[config.mk]
export PLATFORM = sky130hd
export DESIGN_NAME = if_fetch_queue
export DESIGN_NICKNAME = d
export VERILOG_FILES = /design/src/rtl/if_fetch_queue.sv
export SDC_FILE = /design/constraint.sdc
export NUM_CORES = 1
export LEC_CHECK = 0
export ABC_AREA = 1
export CORE_MARGIN = 4
export CORE_UTILIZATION = 50
export DETAILED_ROUTE_END_ITERATION = 12
export HOLD_SLACK_MARGIN = 0.15
export PLACE_DENSITY = 0.72
export SYNTH_ARGS = -nofsm -noshare
export SYNTH_HDL_FRONTEND = slang
export SYNTH_SLANG_ARGS = --single-unit
[constraint.sdc]
create_clock -name clk -period 3.7 [get_ports clk]
set_clock_uncertainty 0.05 [all_clocks]
set_input_delay 0.555 -clock clk [delete_from_list [all_inputs] [get_ports clk]]
set_output_delay 0.555 -clock clk [all_outputs]
set_load 0.03 [all_outputs]
[src/rtl/if_fetch_queue.sv]
// if_fetch_queue: prefetching fetch stage, one outstanding imem request, DEPTH-entry {pc+step, instr} queue.
// Define IF_FETCH_QUEUE_BYPASS_EN to forward an ack straight to the output when the queue is empty.
module if_fetch_queue #(
    parameter int              XLEN     = 32,
    parameter int              DEPTH    = 4,
    parameter logic [XLEN-1:0] RESET_PC = '0,
    parameter logic [XLEN-1:0] PC_STEP  = XLEN'(4)
) (
    input  logic            clk,
    input  logic            rst,
    input  logic            br_taken,
    input  logic [XLEN-1:0] br_addr,
    input  logic            freeze,
    output logic            imem_req,
    output logic [XLEN-1:0] imem_addr,
    input  logic            imem_ack,
    input  logic [XLEN-1:0] imem_rdata,
    output logic            out_valid,
    output logic [XLEN-1:0] out_pc4,
    output logic [XLEN-1:0] out_instr
);
    localparam int AW = $clog2(DEPTH);

    typedef enum logic [1:0] {IDLE, WAIT, DROP} mem_state_t;

    mem_state_t      mem_state, mem_state_nx;
    logic [XLEN-1:0] fetch_pc, req_pc, req_pc4;
    logic [XLEN-1:0] pc4_q   [DEPTH];
    logic [XLEN-1:0] instr_q [DEPTH];
    logic [AW-1:0]   rd_ptr, wr_ptr;
    logic [AW:0]     count, count_nx;
    logic            ack_ok, byp, push, pop_q, slot_free, issue;

    assign req_pc4 = req_pc + PC_STEP;
    assign ack_ok  = mem_state == WAIT && imem_ack && !br_taken;
`ifdef IF_FETCH_QUEUE_BYPASS_EN
    assign byp = ack_ok && count == '0;
`else
    assign byp = 1'b0;
`endif
    // A bypassed response that is consumed right away never enters the queue.
    assign pop_q     = count != '0 && !freeze && !br_taken;
    assign push      = ack_ok && !(byp && !freeze);
    assign count_nx  = count + (AW+1)'(push) - (AW+1)'(pop_q);
    assign slot_free = mem_state == IDLE || imem_ack;
    assign issue     = slot_free && !br_taken && count_nx < (AW+1)'(DEPTH);

    assign imem_req  = issue && rst;
    assign imem_addr = fetch_pc;
    assign out_valid = count != '0 || byp;
    assign out_pc4   = byp ? req_pc4 : pc4_q[rd_ptr];
    assign out_instr = byp ? imem_rdata : instr_q[rd_ptr];

    always_comb begin
        mem_state_nx = br_taken ? ((mem_state != IDLE && !imem_ack) ? DROP : IDLE) :
                       issue    ? WAIT :
                       imem_ack ? IDLE : mem_state;
    end

    always_ff @(posedge clk or negedge rst) begin
        if (!rst) begin
            mem_state <= IDLE;
            fetch_pc  <= RESET_PC;
            req_pc    <= '0;
            rd_ptr    <= '0;
            wr_ptr    <= '0;
            count     <= '0;
            for (int i = 0; i < DEPTH; i++) begin
                pc4_q[i]   <= '0;
                instr_q[i] <= '0;
            end
        end else begin
            mem_state <= mem_state_nx;
            if (br_taken) begin
                fetch_pc <= br_addr;
                rd_ptr   <= '0;
                wr_ptr   <= '0;
                count    <= '0;
            end else begin
                count <= count_nx;
                if (issue) begin
                    req_pc   <= fetch_pc;
                    fetch_pc <= fetch_pc + PC_STEP;
                end
                if (pop_q)
                    rd_ptr <= rd_ptr + 1'b1;
                if (push) begin
                    pc4_q[wr_ptr]   <= req_pc4;
                    instr_q[wr_ptr] <= imem_rdata;
                    wr_ptr          <= wr_ptr + 1'b1;
                end
            end
        end
    end
endmodule

# == Word-level counts from Yosys, hierarchy flattened ==
# Index checks and enable logic that the tools add are counted.
# word_totals
regBits,329
output_inout_bits,98
# classes
n_addsub,6
n_lt_le_gt_ge,4
eq_ne,1
n_mux,21
bitwise,3
reduce_logical,22
# op_table
operator,count
bitwise mux 128 bit,2
2-to-1 mux 32 bit,7
binary-select mux 32 bit (select 2 bit),2
"adder 32 x 3 -> 32 bit, second input constant",2
demux 32 bit (select 2 bit),1
2-to-1 mux 2 bit,8
logical AND 1 bit,9
nonzero test 2 bit,4
">= comparator 3 bit, second input constant",2
NOT 2 -> 3 bit,2
nonzero test 3 bit,2
"adder 2 x 1 -> 2 bit, second input constant",2
AND reduction 2 bit,2
adder 3 x 1 -> 3 bit,1
logical NOT 1 bit,3
"< comparator 3 x 1 -> 1 bit, second input constant",1
"< comparator 3 bit, second input constant",1
2-to-1 mux 3 bit,1
subtractor 3 x 1 -> 3 bit,1
"equality test 2 x 1 -> 1 bit, second input constant",1
logical NOT 2 bit,1
logical OR 1 bit,1
NOT 1 bit,1

# == Logic depth before layout (Yosys ltp) ==
# depth
word_depth,9
mapped_depth,20
mapped_depth_nobuf,19

# == Least setup slack after synthesis ==
# Ideal clock, no wire load.
# synth_path
kind,input to output
start,input br_taken
end,output imem_req
arrival_ns,2.995
required_ns,3.095
path_slack_ns,0.100
stages,17
path_buffers,4
path_cell_list,buf_2 clkbuf_1 nor2_1 ha_1 inv_1 ha_1 inv_1 fa_1 inv_1 nand2_1 nand2_1 nand2_1 nand2_1 nand2_1 buf_2 buf_2 nor2_1
# synth_between
elab_chain_cells,7
# synth_rtl
item,line,rtl
from (decl),11,"input logic br_taken,"
logical NOT 1 bit (*),"35, 42, 46",
logical AND 1 bit,35,assign ack_ok = mem_state == WAIT && imem_ack && !br_taken;
adder 3 x 1 -> 3 bit,44,assign count_nx = count + (AW+1)'(push) - (AW+1)'(pop_q);
subtractor 3 x 1 -> 3 bit,44,
< comparator 3 bit,46,assign issue = slot_free && !br_taken && count_nx < (AW+1)'(DEPTH);
logical AND 1 bit (*),46,
logical AND 1 bit (*),48,assign imem_req = issue && rst;
to (decl),14,"output logic imem_req,"
# Every way passes the cells marked *; elsewhere a longest branch is shown, timed or not.

# == Final worst setup path ==
# layout_path
start,input imem_ack
end,output imem_req
# layout_between
elab_chain_cells,7
# layout_rtl
item,line,rtl
from (decl),16,"input logic imem_ack,"
logical AND 1 bit (2 in series),35,
adder 3 x 1 -> 3 bit,44,
subtractor 3 x 1 -> 3 bit,44,
< comparator 3 bit,46,
logical AND 1 bit (*),46,
logical AND 1 bit (*),48,
# Marks and branches as above.

==> impl_metrics.sql <==
INSERT INTO impl_metrics (metric_group, metric, value, unit) VALUES
('run_status', 'outcome', 'finished clean', ''),
('clock_tree', 'cts.sink_count', '329', ''),
('pwr', 'cellLeakagePower', '9.80', 'nW'),
('die', 'die_w', '187', 'um'),
('timing', 'post-route-min-period', '3.53', 'ns'),
('die', 'floorplan.io_pins', '167', ''),
('yosys', 'count_of_distinct_cell_types_in_the_synthesized_netlist', '29', ''),
('die', 'fp.dieArea', '35000', 'um^2'),
('min_path', 'hold_start', 'pc4_q[91]', ''),
('grt', 'via_count_of_the_first_global_routing_pass', '14591', ''),
('worst_setup_path', 'ff_to_ff_end', 'imem_addr[4]', ''),
('drt', 'via_count', '14525', ''),
('min_path', 'endpoint_with_the_worst_hold_slack', 'pc4_q[91]', ''),
('drt', 'routed_wire_length_per_instance', '17.0', 'um'),
('finish', 'num-nets-final', '2335', ''),
('yosys', 'synth_top_cells_by_area', 'dfrtp_1 (51%), nand2_1 (24%), o21ai_0 (5.7%), nor2_1 (4.9%), nand3_1 (2.8%)', ''),
('timing', 'final_hold_vio_count', '0', ''),
('finish', 'final_common_cell', 'nand2_1', ''),
('clock_tree', 'cts_post_setup_buffers_inserted', '0', ''),
('pwr', 'pwr-share-comb', '41.7', '%'),
('drt', 'wl', '45.6', 'mm'),
('clock_tree', 'clk_latency', '0.51', 'ns'),
('yosys', 'yosysTopAreaCell', 'dfrtp_1', ''),
('yosys', 'synth-async-reset-ratio', '100', '%'),
('drt', 'number_of_search_and_repair_iterations_in_the_first_detailed_routing_pass', '6', ''),
('worst_setup_path', 'timing.critical_path.arrival', '2.92', 'ns'),
('yosys', 'synthesis_stage_register_bit_count', '329', ''),
('die', 'row_count', '65', ''),
('finish', 'top_library_cells_by_usage_in_the_layout_fill_and_taps_aside', 'nand2_1 (1,006), dfrtp_1 (327), nor2_1 (210)', ''),
('finish', 'layout.filler_cells', '2797', ''),
('timing', 'tightestPinTransition', '0.924', 'ns'),
('worst_setup_path', 'nature_of_the_critical_path_endpoint', 'output port', ''),
('placed_design', 'hpwlAfterDp', '28.4', 'mm'),
('worst_setup_path', 'critical_path.startpoint_type', 'input port', ''),
('yosys', 'synth_top_flop_cell', 'dfrtp_1', ''),
('clock_tree', 'cts-resized-gates', '0', ''),
('worst_setup_path', 'r2r_setup_slack', '0.59', 'ns'),
('clock_tree', 'cts.hold.buffers_added', '1', ''),
('clock_tree', 'cts_root_buffer', 'clkbuf_16', ''),
('pwr', 'vdd_ir_drop_max', '513', 'uV'),
('finish', 'multi_input_comb_area', '7080', 'um^2'),
('die', 'initial_core_util', '50.7', '%'),
('grt', 'first_pass_grt_wire_length', '75.8', 'mm'),
('worst_setup_path', 'reg2regPathDepth', '19', ''),
('finish', 'antenna-diode-count', '0', ''),
('finish', 'final_core_util', '61.2', '%'),
('yosys', 'synth_cells', '2135', ''),
('drt', 'dr.first_iter.drc_count', '1190', ''),
('timing', 'timing.final.crit_share', '95.3', '%'),
('clock_tree', 'tritoncts.num_buffers', '36', ''),
('clock_tree', 'clkSlewWorstSetupHoldPaths', '0.06', 'ns'),
('pwr', 'cell_area_power_density', '843', 'nW/um^2'),
('yosys', 'synth_enable_flop_cells', '0', ''),
('yosys', 'syn-num-nets', '2213', ''),
('die', 'core_region_area', '31600', 'um^2'),
('worst_setup_path', 'worst_setup_path_class', 'in2out', ''),
('clock_tree', 'tritoncts', 'done', ''),
('timing', 'setup_repair_after_global_routing_missed_its_margin', 'no', ''),
('finish', 'synthToLayoutAreaGrowth', '20.7', '%'),
('yosys', 'postSynthAreaPerCell', '7.51', 'um^2'),
('min_path', 'min_delay_path_depth', '2', ''),
('pwr', 'power.share.switching', '41.1', '%'),
('drt', 'detail_route.vias_per_cell', '5.41', ''),
('grt', 'grt.total_usage', '26.0', '%'),
('yosys', 'yosys_warnings', '0', ''),
('finish', 'drive_gt1_share', '5.78', '%'),
('job', 'max_cap_violations', '0', ''),
('drt', 'drc', '0', ''),
('worst_setup_path', 'timing.rr.start', 'count[1]', ''),
('worst_setup_path', 'required', '3.09', 'ns'),
('pwr', 'seqPwrFrac', '34.5', '%');
==> synth_stat cells (2+ instances only) <==
library cell	number
o22ai_1	64
and2_1	2
nand3_4	2
nand2_2	6
xnor2_1	4
inv_2	8
nor2_1	210
dfrtp_1	329
xor2_2	6
a21oi_1	3
clkbuf_1	60
nor2_4	11
nand3_1	91
o21ai_0	184
nand3b_1	13
nand2_1	1007
xor2_1	9
ha_1	8
inv_1	55
buf_2	53
nand2_4	2
==> layer usage <==
| metal | vias to the layer above | GRT usage (%) | routed length, um |
|---|---|---|---|
| met3 | 82 | 3.90 | 2960 |
| met2 | 519 | 42.3 | 21300 |
| met1 | 6941 | 36.3 | 20100 |
| met5 | - | 0 | 0 |
| li1 | 6983 | - | - |
| met4 | 0 | 8.11 | 1170 |
==> flip-flops by register name (all words and copies together), names as in the netlist <==
signal / cells
imem_addr: 32
mem_state: 2
req_pc: 32
rd_ptr: 2
instr_q: 128
wr_ptr: 2
pc4_q: 128
count: 3
==> power by group through the flow <==
stage | registers, mW | clock network, mW | logic, mW
6_report | 5.63 | 3.88 | 6.80
5_1_grt | 5.77 | 4.11 | 7.43
4_1_cts | 5.61 | 3.94 | 6.84
3_5_place_dp | 5.65 | 0 | 6.80
3_3_place_gp | 5.63 | 0 | 6.70
2_1_floorplan | 5.63 | 0 | 4.06
==> how the worst max path moves through the flow <==
stage	startpoint	to	slack [ns]	cells past startpoint
final	imem_ack	imem_req	0.17	17
after floorplan	br_taken	imem_req	0.10	17
after global routing	count[1]	imem_req	0.005	17
after detailed placement	imem_ack	imem_addr[4]	0.05	19
after global placement	imem_ack	imem_addr[9]	0.23	19
after CTS	imem_ack	imem_req	0.16	17
==> worst max-delay path, stage by stage <==
cell and delay [ns]:
clkdlybuf4s50_1 0.48, nand3_1 0.16, nor2_4 0.12, inv_1 0.05, ha_1 0.28, inv_1 0.06, ha_1 0.13, inv_1 0.04
fa_1 0.37, inv_1 0.06, nand2_1 0.06, nand2_1 0.07, nand2_1 0.05, nand2_1 0.09, nand2_2 0.07, nor2_1 0.09
buf_4 0.17
==> metrics by stage <==
step	worst slack (ns)	hold WS, ns	total power [mW]	instance area [um^2]	cells
floorplan	0.100	0.209	9.69	16000	2135
global placement	0.230	0.406	12.3	18100	2620
detailed placement	0.0482	0.410	12.5	18100	2620
CTS	0.157	0.426	16.4	19400	2685
global route	0.00489	0.438	17.3	19400	2685
finish	0.175	0.423	16.3	19400	2685
==> cells by family (layout without fill, tap and decap cells) <==
family                     after synthesis  count (layout)  synth area share, %
adders and majority gates                9               9                0.749
and+or+nand+nor                       1348            1348                 33.5
AOI/OAI and AO/OA                      253             253                 8.42
buffers and inverters                  176             324                 4.53
DFF                                    329             329                 51.3
xor gates and xnor gates                20              20                 1.42
==> layout make-up <==
cell class	instances	share of cell area, %
clock buffer	48	5.26
multi-input combinational	1630	36.6
inverter	63	1.23
clock inverter	16	1.38
sequential	329	42.6
timing repair buffer	197	10.4
tap	402	2.60
No activity file was read; power rests on OpenSTA's default activity.
